==> src/rtl/sys_arr_pkg.sv <==
// Shared types and constants for the systolic-array datapath.
// Holds the psum lane width, the vector register count, and the lane and
// writeback-destination typedefs used by the writeback path.
package sys_arr_pkg;

  localparam int unsigned LANE_W     = 16;
  localparam int unsigned VEGGIEREGS = 256;
  localparam int unsigned ENTRY_BITS = $clog2(VEGGIEREGS);

  typedef logic [LANE_W-1:0]     lane_t;
  typedef logic [ENTRY_BITS-1:0] wbdst_t;

endpackage

==> src/rtl/gsau_wb_fifo.sv <==
// In-order storage FIFO for buffered writeback rows.
// Ports:
//   clk_i    clock, rising edge
//   rst_i    synchronous active-high reset; clears pointers and count
//   push_i   write wdata_i at the tail (ignored when full)
//   pop_i    drop the head entry (ignored when empty)
//   wdata_i  entry to push
//   rdata_o  head entry
//   full_o   DEPTH entries held
//   empty_o  no entries held
//   count_o  number of entries held
module gsau_wb_fifo #(
  parameter int unsigned DEPTH = 4,
  parameter int unsigned WIDTH = 8,
  localparam int unsigned PTR_W = $clog2(DEPTH),
  localparam int unsigned CNT_W = PTR_W + 1
) (
  input  logic             clk_i,
  input  logic             rst_i,
  input  logic             push_i,
  input  logic             pop_i,
  input  logic [WIDTH-1:0] wdata_i,
  output logic [WIDTH-1:0] rdata_o,
  output logic             full_o,
  output logic             empty_o,
  output logic [CNT_W-1:0] count_o
);

  logic [WIDTH-1:0] mem_q [DEPTH];
  logic [PTR_W-1:0] wr_ptr_q, rd_ptr_q;
  logic [CNT_W-1:0] count_q;
  logic             push_ok, pop_ok;

  assign full_o  = (count_q == CNT_W'(DEPTH));
  assign empty_o = (count_q == '0);
  assign count_o = count_q;
  assign rdata_o = mem_q[rd_ptr_q];

  assign push_ok = push_i && !full_o;
  assign pop_ok  = pop_i && !empty_o;

  // DEPTH is a power of two, so pointers wrap by natural overflow.
  always_ff @(posedge clk_i) begin
    if (rst_i) begin
      wr_ptr_q <= '0;
      rd_ptr_q <= '0;
      count_q  <= '0;
    end else begin
      if (push_ok) wr_ptr_q <= wr_ptr_q + PTR_W'(1);
      if (pop_ok)  rd_ptr_q <= rd_ptr_q + PTR_W'(1);
      unique case ({push_ok, pop_ok})
        2'b10:   count_q <= count_q + CNT_W'(1);
        2'b01:   count_q <= count_q - CNT_W'(1);
        default: count_q <= count_q;
      endcase
    end
  end

  // Storage needs no reset; validity is tracked by count_q.
  always_ff @(posedge clk_i) begin
    if (push_ok) mem_q[wr_ptr_q] <= wdata_i;
  end

endmodule

==> src/rtl/gsau_wb_serializer.sv <==
// Writeback serializer: buffers psum rows from the GSAU control unit and
// writes each row into the vector register file as BEATS slices.
// Optional feature macro: GSAU_WB_PERF_EN adds perf_rows / perf_stall.
// Ports:
//   CLK, RST              clock; synchronous active-high reset
//   in_valid/in_ready     row handshake (push when both high)
//   in_wbdst, in_psum     destination register and psum row (lane 0 in LSBs)
//   rf_wr_req/rf_wr_gnt   register-file write port request / grant per beat
//   rf_wr_addr/beat/data  destination, beat index, beat data slice
//   rf_wr_last            current beat is the final beat of the row
//   busy                  entry buffered or write in progress
//   perf_rows/perf_stall  (macro only) saturating completed-row / stall counters
module gsau_wb_serializer
  import sys_arr_pkg::*;
#(
  parameter int unsigned DEPTH      = 4,
  parameter int unsigned LANES      = 4,
  parameter int unsigned LANE_W     = sys_arr_pkg::LANE_W,
  parameter int unsigned BEATS      = 2,
  parameter int unsigned VEGGIEREGS = sys_arr_pkg::VEGGIEREGS,
  localparam int unsigned ENTRY_BITS = $clog2(VEGGIEREGS),
  localparam int unsigned ROW_W      = LANES * LANE_W,
  localparam int unsigned BEAT_DW    = ROW_W / BEATS,
  localparam int unsigned BEAT_W     = (BEATS > 1) ? $clog2(BEATS) : 1
) (
  input  logic                  CLK,
  input  logic                  RST,
  input  logic                  in_valid,
  output logic                  in_ready,
  input  logic [ENTRY_BITS-1:0] in_wbdst,
  input  logic [ROW_W-1:0]      in_psum,
  output logic                  rf_wr_req,
  input  logic                  rf_wr_gnt,
  output logic [ENTRY_BITS-1:0] rf_wr_addr,
  output logic [BEAT_W-1:0]     rf_wr_beat,
  output logic [BEAT_DW-1:0]    rf_wr_data,
  output logic                  rf_wr_last,
`ifdef GSAU_WB_PERF_EN
  output logic [31:0]           perf_rows,
  output logic [31:0]           perf_stall,
`endif
  output logic                  busy
);

  localparam int unsigned ENT_W = ENTRY_BITS + ROW_W;
  localparam int unsigned CNT_W = $clog2(DEPTH) + 1;

  typedef enum logic {StIdle, StWrite} state_e;

  state_e                          state_q, state_d;
  logic [BEAT_W-1:0]               beat_q, beat_d;
  logic                            fifo_full, fifo_empty;
  logic [CNT_W-1:0]                fifo_count;
  logic [ENT_W-1:0]                head;
  logic [ENTRY_BITS-1:0]           head_wbdst;
  logic [BEATS-1:0][BEAT_DW-1:0]   head_beats;
  logic                            push, pop, grant, last_beat, active;

  assign in_ready = !fifo_full && !RST;
  assign push     = in_valid && in_ready;
  assign active   = (state_q == StWrite) && !RST;
  assign grant    = active && rf_wr_gnt;
  assign last_beat = (beat_q == BEAT_W'(BEATS - 1));
  assign pop      = grant && last_beat;

  gsau_wb_fifo #(
    .DEPTH (DEPTH),
    .WIDTH (ENT_W)
  ) u_fifo (
    .clk_i   (CLK),
    .rst_i   (RST),
    .push_i  (push),
    .pop_i   (pop),
    .wdata_i ({in_wbdst, in_psum}),
    .rdata_o (head),
    .full_o  (fifo_full),
    .empty_o (fifo_empty),
    .count_o (fifo_count)
  );

  assign head_wbdst = head[ENT_W-1 -: ENTRY_BITS];
  assign head_beats = head[ROW_W-1:0];

  always_comb begin
    state_d = state_q;
    beat_d  = beat_q;
    unique case (state_q)
      StIdle: begin
        if (!fifo_empty || push) state_d = StWrite;
      end
      StWrite: begin
        if (grant) begin
          if (last_beat) begin
            beat_d = '0;
            // Stay busy if anything besides the popped head remains.
            if (fifo_count > CNT_W'(1) || push) state_d = StWrite;
            else                                state_d = StIdle;
          end else begin
            beat_d = beat_q + BEAT_W'(1);
          end
        end
      end
      default: state_d = StIdle;
    endcase
  end

  always_ff @(posedge CLK) begin
    if (RST) begin
      state_q <= StIdle;
      beat_q  <= '0;
    end else begin
      state_q <= state_d;
      beat_q  <= beat_d;
    end
  end

  // Outputs are zeroed whenever no request is active, which also covers reset.
  assign rf_wr_req  = active;
  assign rf_wr_addr = active ? head_wbdst : '0;
  assign rf_wr_beat = active ? beat_q : '0;
  assign rf_wr_data = active ? head_beats[beat_q] : '0;
  assign rf_wr_last = active && last_beat;
  assign busy       = !RST && ((state_q == StWrite) || !fifo_empty);

`ifdef GSAU_WB_PERF_EN
  logic [31:0] perf_rows_q, perf_stall_q;

  always_ff @(posedge CLK) begin
    if (RST) begin
      perf_rows_q  <= '0;
      perf_stall_q <= '0;
    end else begin
      if (pop && perf_rows_q != '1) perf_rows_q <= perf_rows_q + 32'd1;
      if (active && !rf_wr_gnt && perf_stall_q != '1) perf_stall_q <= perf_stall_q + 32'd1;
    end
  end

  assign perf_rows  = perf_rows_q;
  assign perf_stall = perf_stall_q;
`endif

endmodule

==> config.mk <==
export PLATFORM = sky130hd
export DESIGN_NAME = gsau_wb_serializer
export DESIGN_NICKNAME = d
export VERILOG_FILES = /design/src/rtl/sys_arr_pkg.sv /design/src/rtl/gsau_wb_fifo.sv /design/src/rtl/gsau_wb_serializer.sv
export SDC_FILE = /design/constraint.sdc
export NUM_CORES = 1
export LEC_CHECK = 0
export ABC_CLOCK_PERIOD_IN_PS = 4400
export BUFFER_PORTS_ARGS = -buffer_cell sky130_fd_sc_hd__buf_2
export CORE_ASPECT_RATIO = 1.4
export CORE_MARGIN = 5
export CORE_UTILIZATION = 45
export CTS_BUF_LIST = sky130_fd_sc_hd__clkbuf_16
export CTS_CLUSTER_SIZE = 25
export DETAILED_ROUTE_END_ITERATION = 16
export GPL_TIMING_DRIVEN = 0
export MAX_ROUTING_LAYER = met4
export PLACE_DENSITY = 0.64
export SLEW_MARGIN = 20
export SYNTH_ARGS = -nofsm -noshare
export SYNTH_HDL_FRONTEND = slang
export SYNTH_SLANG_ARGS = --single-unit
==> constraint.sdc <==
create_clock -name CLK -period 4.4 [get_ports CLK]
set_clock_uncertainty 0.1 [all_clocks]
set_input_delay 0.88 -clock CLK [delete_from_list [all_inputs] [get_ports CLK]]
set_output_delay 0.88 -clock CLK [all_outputs]
set_load 0.05 [all_outputs]
Yosys cells after proc, flatten, opt, wreduce, memory -nomap -nowiden
Memories as Yosys holds them, arrays and structs flattened. A register that Yosys moved wholly into a read port is not among the register bits.
Index checks and enable logic that the tools add are counted.
{ "totals": {"register_bits": 9, "ram_bits": 288, "inputBits": 76, "out_inout_bits": 45, "wordCells": 51, "memories": 1} }
{ "mem_list": {"columns": ["memory", "words", "width", "read_ports", "rd_clocked_by_memory_dff", "write_ports", "line", "source"], "rows": [
  ["u_fifo.mem_q", 4, 72, 1, 1, 1, "gsau_wb_fifo.sv:29", "logic [WIDTH-1:0] mem_q [DEPTH];"]
]} }
{ "classes": {"add_sub_neg": 5, "n_lt_le_gt_ge": 2, "n_eq_ne": 3, "mux": 16, "bitwise": 1, "reduce_logical": 18} }
{ "op_table": {"columns": ["operator", "n"], "rows": [
  ["$mux W32", 3],
  ["$logic_and A1 B1 Y1", 9],
  ["$mux W1", 8],
  ["$mux W8", 1],
  ["$pmux W3 S2", 1],
  ["$add A2 B1 Y2 const B", 2],
  ["$mux W2", 2],
  ["$add A3 B1 Y3 const B", 1],
  ["$eq A3 B3 Y1 const B", 1],
  ["$gt A3 B1 Y1 const B", 1],
  ["$logic_not A1 Y1", 3],
  ["$logic_not A3 Y1", 1],
  ["$logic_or A1 B1 Y1", 3],
  ["$sub A3 B1 Y3 const B", 1],
  ["$eq A2 B1 Y1 const B", 1],
  ["$eq A2 B2 Y1 const B", 1],
  ["$lt A1 B2 Y1 const B", 1],
  ["$pmux W1 S2", 1],
  ["$reduce_and A2 Y1", 1],
  ["$reduce_bool A2 Y1", 1],
  ["$add A1 B1 Y1 const B", 1],
  ["$not A1 Y1", 1]
]} }

Logic depth before layout (Yosys ltp)
Gate-level depths: netlist of the first run.
{ "logic_depth": {"ltp_word": 9, "depth_mapped": 9, "mapped_depth_nobuf": 8} }

Modules after synthesis
Synthesis of the first run repeated with hierarchy kept, for this count alone.
{ "unflattened": {"hier_cells": 527, "area_unflattened_um2": 11608.6} }
{ "modules_own_cells": {"columns": ["module", "n_inst", "cells_each", "area_each_um2", "seq_area_each_um2"], "rows": [
  ["gsau_wb_fifo", 1, 430, 10943.0, 8828.5],
  ["gsau_wb_serializer", 1, 97, 665.6, 40.0]
]} }

Worst setup path after synthesis of the first run
No wires, ideal clock.
{ "synth_path": {"path_kind": "input-to-reg", "start": "input RST", "end": "memory u_fifo.mem_q[0][0] (netlist name) (enable)", "setup_time_ps": 438, "arrival_time_ps": 3730, "required_ps": 3862, "path_slack_ps": 132, "stages": 2, "n_path_buf": 0, "path_cell_list": "a21oi_1 and3_1"} }
{ "synth_between": {"elab_chain_cells": 6} }
{ "synth_rtl": {"columns": ["element", "line", "source"], "rows": [
  ["start, declared", "gsau_wb_serializer.sv:27", "input logic RST,"],
  ["$logic_not A1 Y1", "gsau_wb_serializer.sv:59", "assign in_ready = !fifo_full && !RST;"],
  ["$logic_and A1 B1 Y1", "gsau_wb_serializer.sv:59", null],
  ["$logic_and A1 B1 Y1", "gsau_wb_serializer.sv:60", "assign push = in_valid && in_ready;"],
  ["$logic_and A1 B1 Y1", "gsau_wb_fifo.sv:39", "assign push_ok = push_i && !full_o;"],
  ["$mux W1", "gsau_wb_fifo.sv:61", "if (push_ok) mem_q[wr_ptr_q] <= wdata_i;"],
  ["$mux W1 (implied by the code)", "gsau_wb_fifo.sv:61", null],
  ["end, declared", "gsau_wb_fifo.sv:29", null]
]} }
No other way between the ends.

==> results.yml, run 1 <==
drt:
  drc: 0
  avgRoutedWirePerCell_um: 21.9
  drt_iter0_markers: 274
  drt-vias-per-instance: 5.41
  routed-via-count: 5940
  wl_met3_um: 1030
  firstDrtPassIters: 4
  ant_nets: 0
  dr_wl_met2_um: 13100
  wirelength_um: 24000
  met1_length_um: 9500
  top_layer: "met4"
clock_network:
  cts_tree: "yes"
  clockBufferDepth: 3
  h-tree-depth: 1
  clk_latency_ns: 0.51
  ctsResizeCount: 0
  clk_pin_slew_worst_paths_ns: 0.06
  holdBufCountCts: 0
  cts.sinks: 299
  cts_setup_buffers: 0
  cts-buffers-inserted: 26
  cts_root_buf: "clkbuf_16"
worst_setup_path:
  crit_chain: "buf_2 > buf_2 > buf_2 > mux2i_1 > o221ai_1 > buf_2"
  cp_slowest_cell: "buf_2"
  path_delay_family: "buffers and inverters"
  path_depth: 6
  worstSetupStartpointType: "flip-flop"
  crit_top_cell: "buf_2"
  end_kind: "primary output"
  crit_buf_inv: 4
  worst-setup-path-type: "flip-flop to primary output"
  worstRegToRegCells: 5
  required_ns: 3.42
  cp.arrival_ns: 2.57
  cpPeakStageDelay_ns: 0.42
  crit_path_max_fanout: 10
finish:
  layout_common_cells: "edfxtp_1 (288), buf_2 (145), mux2i_1 (132), o22a_1 (32), o221ai_2 (30)"
  nets: 833
  fillCellCount: 2076
  final_util_pct: 53.0
  regArea_sq_mm: 0.00887
  multi_input_area_sq_mm: 0.00268
  layout-drive-gt1-share_pct: 30.7
  layout_commonest_cell: "edfxtp_1"
  syn2layout_area_growth_pct: 17.1
global_routing:
  grt_max_degree: 48
  track_usage_pct: 16.6
  grt_pass1_wl_um: 36800
  grt.overflow.total: 0
  antenna_found_initial: 5
  grt_pass1_vias: 6425
power_and_ir_drop:
  switchingPower_mw: 1.28
  p_int_mw: 4.64
  p_clk_share_pct: 37.8
  irDropWorstVdd_uv: 265
  power_frac_comb_pct: 7.4
  switching_share_pct: 21.6
  powerDensity_mw_per_mm2: 431
  p_total_mw: 5.92
  pwr-share-seq_pct: 54.8
  power_leakage_nw: 4.48
timing:
  rsz0062_at_grt: "no"
  tightest_slew_ns: 0.924
  fin_crit_sh_pct: 80.6
  setup-tns-final_ns: 0
  drv_slew: 0
  setup_viol: 0
  min_period_ns: 3.55
  hold_violations: 0
  fmax_mhz: 282
  maxSlewHeadroom_pct: 38.4
logic_synthesis:
  synth.cell_area_sq_mm: 0.0117
  synth_warnings: 0
  synth_cells: 596
  synthesis.nets: 681
  ys_seq_area_share_pct: 75.6
  synth.ff_latch_count: 299
  postSynthAreaPerCell_sq_um: 19.7
  ys_types: 32
floorplanning:
  die_y_um: 201
  dieArea_sq_mm: 0.0294
  ioPinCount: 121
  initial_core_util_pct: 45.2
  die_x_um: 146
  num_rows: 70
  placeableCoreArea_sq_mm: 0.0259
flow_run:
  cap_violations: 0
hold_path:
  min_path_type: "flip-flop to flip-flop"
  hold_path_depth: 1
place:
  gp_congestion: 0.744
  hpwlAfterDp_um: 15000
  portBuffers: 120
outcome:
  status: "finished, final reports clean"
flip-flops by register name, indices dropped and copies added, names as in the netlist, named ones only:
| signal | cells |
|---|---|
| beat_q | 1 |
| u_fifo.wr_ptr_q | 2 |
| u_fifo.rd_ptr_q | 2 |
| u_fifo.mem_q | 288 |
| u_fifo.count_o | 3 |
| state_q | 1 |
power by group through the flow:
stage                     Sequential, mW  Combinational, mW  Clock [mW]
after floorplan                     3.30              0.281           0
after global placement              3.31              0.416           0
after detailed placement            3.30              0.445           0
after CTS                           3.24              0.447        2.29
after global routing                3.25              0.472        2.42
final                               3.24              0.439        2.24
routing by layer:
| layer | global-route usage [%] | vias to the layer above |
|---|---|---|
| met2 | 29.9 | 114 |
| met3 | 3.05 | 31 |
| met5 | - | - |
| li1 | - | 2735 |
| met1 | 19.1 | 3060 |
| met4 | 3.77 | 0 |
cells by family (layout without fill, tap and decap cells):
family                   after synthesis  in the layout  synth area share (%)
multiplexers                         141            141                  12.9
AO/OA/AOI/OAI                         73             73                  6.89
flip-flops                           299            299                  75.6
XOR/XNOR                               3              3                 0.224
adder cells (fa/ha/maj)                9              9                 0.960
AND/OR/NAND/NOR                       32             32                  1.67
buffers and inverters                 39            211                  1.74
other                                  0              5                     0
cell type report:
| type | instances | area share (%) |
|---|---|---|
| antenna | 5 | 0.0911 |
| buffer | 34 | 1.35 |
| clock buffer | 27 | 4.92 |
| clock inverter | 21 | 1.28 |
| inverter | 5 | 0.137 |
| multi-input combinational | 258 | 19.5 |
| sequential | 299 | 64.6 |
| tap | 324 | 2.95 |
| timing repair buffer | 124 | 5.18 |
cell usage after synthesis:
master     count  area (sq um)
a211o_1        1          8.76
mux2_2         1          11.3
ha_1           9           113
or4b_1         1          10.0
or3_1          1          6.26
and4b_1        1          10.0
and3_1         5          31.3
xor2_1         3          26.3
dfxtp_1       11           220
a22o_1         1          8.76
o221ai_1       2          17.5
o22a_1        32           280
edfxtp_1     288          8650
and3b_2        1          10.0
o21ba_2        1          10.0
o221ai_2      30           450
nand2b_1       5          31.3
o21ai_0        3          15.0
a21oi_1        2          10.0
buf_6          3          33.8
buf_4          1          7.51
a211oi_1       1          7.51
clkbuf_1       5          18.8
nand4_1        1          6.26
nor2b_1        8          50.1
nor2_1         5          18.8
mux2i_1      132          1320
nand2_1        3          11.3
buf_2         25           125
inv_1          5          18.8
mux4_2         8           180
nand4bb_1      1          11.3
worst register-to-register path, cell delays in order (launching register included):
cell	delay, ns
dfxtp_1	0.42
inv_1	0.11
ha_1	0.23
a21oi_1	0.50
and3_4	0.60
buf_16	0.32
through the flow:
stage          instances  area, sq um  worst slack [ns]  hold slack [ns]
3_3_place_gp        1040        12700            -0.626            0.342
3_5_place_dp        1044        12900             0.926            0.360
6_report            1097        13700             0.852            0.368
2_1_floorplan        596        11700             0.132            0.328
5_1_grt             1097        13700             0.694            0.394
4_1_cts             1092        13700             0.815            0.368
final timing paths:
| path | start | endpoint | slack [ns] |
|---|---|---|---|
| setup / recovery | flip-flop | rf_wr_data[31] | 0.85 |
| hold / removal | u_fifo.rd_ptr_q[1]$_SDFFE_PP0P_ | flip-flop | 0.37 |
| setup reg to reg | u_fifo.count_o[0]$_SDFFE_PP0P_ | u_fifo.mem_q[1][53]$_DFFE_PP_ | 1.75 |
| hold reg to reg | u_fifo.rd_ptr_q[1]$_SDFFE_PP0P_ | flip-flop | 0.37 |
(Power assumes the default switching activity.)
==> run 2: changes to the inputs <==
Settings changed: ABC_AREA set to 1, ABC_CLOCK_PERIOD_IN_PS 4400 to 3200, PLACE_DENSITY 0.64 to 0.66.
Clock period 4.4 ns to 3.2 ns, I/O delays scaled along.
==> run 2 against run 1 <==
Net effect: total power is 39% higher; sequential power is 36% higher; worst hold slack worse by 0.16 ns; wire length is 19% higher; synthesized area is 2.8% higher; via count is 34% higher; design area is 4.8% higher; clock-buffer cell count is 1 higher.
==> results.yml, run 2 <==
timing:
  maxSlewHeadroom_pct: 49.9
  setup_viol: 0
  drv_slew: 0
  fmax_mhz: 328
  hold_violations: 0
  min_period_ns: 3.05
  fin_crit_sh_pct: 95.4
  tightest_slew_ns: 0.749
  rsz0062_at_grt: "no"
global_routing:
  grt_pass1_wl_um: 44200
  grt.overflow.total: 0
  track_usage_pct: 19.4
  antenna_found_initial: 8
  grt_max_degree: 23
  grt_pass1_vias: 7961
logic_synthesis:
  yosysTopAreaCell: "edfxtp_1"
  ys_types: 22
  synthesis.nets: 1118
  synth_edf_count: 288
  synth_most_common_cell: "nor2_1"
  netlist_top_cells_count: "nor2_1 (302), edfxtp_1 (288), nand2_1 (173)"
  synthArstFlopShare_pct: 0
  ys_seq_area_share_pct: 73.5
  synth.cell_area_sq_mm: 0.0121
  synth_warnings: 0
  synth.ff_latch_count: 299
  ys.flop_type: "edfxtp_1"
  yosys.area.top_type_share_pct: 71.7
  synth_cells: 1033
  yosys-top-cells-area: "edfxtp_1 (72%), nor2_1 (9.4%), nand2_1 (5.4%), o21ai_0 (3.4%), o21ai_1 (2.8%)"
  postSynthAreaPerCell_sq_um: 11.7
place:
  portBuffers: 120
  hpwlAfterDp_um: 19000
  gp_congestion: 0.788
  place_inst: 1495
drt:
  drt-vias-per-instance: 5.13
  drt_iter0_markers: 538
  wirelength_um: 28500
  firstDrtPassIters: 7
  avgRoutedWirePerCell_um: 18.3
  ant_nets: 0
  routed-via-count: 7982
  drc: 0
power_and_ir_drop:
  powerDensity_mw_per_mm2: 572
  irDropWorstVdd_uv: 510
  p_total_mw: 8.24
  power_leakage_nw: 5.56
floorplanning:
  initial_core_util_pct: 45.3
  die_x_um: 148
  ioPinCount: 121
  placeableCoreArea_sq_mm: 0.0267
  num_rows: 71
  dieArea_sq_mm: 0.0302
  die_y_um: 204
worst_setup_path:
  end_kind: "primary output"
  worstRegToRegCells: 8
  crit_path_max_fanout: 10
  worst-setup-path-type: "flip-flop to primary output"
  required_ns: 2.46
  worstSetupStartpointType: "flip-flop"
  cp.arrival_ns: 2.31
clock_network:
  ctsResizeCount: 0
  cts_tree: "yes"
  cts.sinks: 299
  h-tree-depth: 1
  clk_pin_slew_worst_paths_ns: 0.07
  clockBufferDepth: 3
  holdBufCountCts: 0
  cts_root_buf: "clkbuf_16"
  cts-buffers-inserted: 28
  cts_setup_buffers: 0
  clk_latency_ns: 0.54
outcome:
  status: "finished, final reports clean"
flow_run:
  cap_violations: 0
finish:
  layout_commonest_cell: "nor2_1"
  nets: 1282
  layout-drive-gt1-share_pct: 18.1
  final_cells: 1556
  largest_register_ffs: 288
  layout_common_cells: "nor2_1 (298), edfxtp_1 (288), nand2_1 (173), buf_2 (147), o21ai_0 (82)"
  syn2layout_area_growth_pct: 19.3
  top_register: "u_fifo.mem_q"
hold_path:
  min_path_type: "input port to flip-flop"
  hold_path_depth: 1
-- run 2: cell count changes in the layout (fill, tap and decap cells not counted), sizes merged, moves of 14 or more --
cell | before | now
o221ai | 32 | 0
o22a | 32 | 0
buf | 153 | 172
o21ai | 3 | 150
mux2i | 132 | 0
nor2 | 5 | 304
a21oi | 2 | 16
inv | 10 | 28
nand2 | 3 | 173
-- run 2: worst paths after layout --
check	start	slack, ns	endpoint
setup / recovery	flip-flop	0.15	rf_wr_data[30]
hold / removal	in_psum[20]	0.21	u_fifo.mem_q[1][20]$_DFFE_PP_
setup reg to reg	u_fifo.count_o[0]$_SDFFE_PP0P_	0.36	u_fifo.mem_q[1][55]$_DFFE_PP_
hold reg to reg	u_fifo.wr_ptr_q[1]$_SDFFE_PP0P_	0.44	u_fifo.wr_ptr_q[1]$_SDFFE_PP0P_
-- run 2: kinds of logic after synthesis --
logic type               after synthesis  share of synthesized area (%)
AO/OA/AOI/OAI                        168                           7.01
AND/OR/NAND/NOR                      481                           15.2
buffers and inverters                 75                           3.26
flip-flops                           299                           73.5
adder cells (fa/ha/maj)                9                          0.934
XOR/XNOR                               1                         0.0726
-- run 2: metrics by stage --
step           setup TNS [ns]  area, sq um  setup WS, ns  hold WS [ns]  utilization [%]
5_1_grt                     0        14400       0.00180         0.196             54.0
4_1_cts                     0        14400         0.117         0.192             53.9
3_5_place_dp                0        13500         0.135         0.432             50.5
2_1_floorplan          -46.98        12100        -0.163         0.390                -
3_3_place_gp          -563.82        13100         -2.06         0.417             49.1
6_report                    0        14400         0.148         0.209             54.0
-- run 2: final cells by class --
cell class | instances | area [sq um]
inverters | 22 | 85.1
clock buffers | 28 | 701
diodes | 9 | 22.5
fillers | 2234 | 12300
clock inverters | 24 | 211
repair buffers | 134 | 956
plain buffers | 53 | 308
flip-flops and latches | 299 | 8870
multi-input cells | 659 | 2830
well taps | 328 | 410
-- run 2: where the power goes --
group	internal (mW)	total (mW)	switching, mW
clock network	1.91	3.28	1.37
registers	4.39	4.41	0.0246
logic	0.153	0.545	0.392
total	6.45	8.24	1.79
-- run 2: routing by layer --
| layer | up-vias | global-route usage [%] | share of wire (%) | routed length, um |
|---|---|---|---|---|
| li1 | 3878 | - | - | - |
| met1 | 3804 | 23.1 | 39 | 11200 |
| met2 | 246 | 34.0 | 51 | 14700 |
| met3 | 54 | 2.98 | 6.4 | 1810 |
| met4 | 0 | 6.04 | 2.8 | 790 |
| met5 | - | - | 0 | 0 |
-- run 2: worst max-delay path, cell delays in order, from the launching register on --
cell	delay (ns)
dfxtp_1	0.31
buf_6	0.14
inv_4	0.11
clkbuf_1	0.44
o21ai_0	0.21
nand2_1	0.10
nand2_1	0.08
nand2_1	0.11
buf_2	0.27
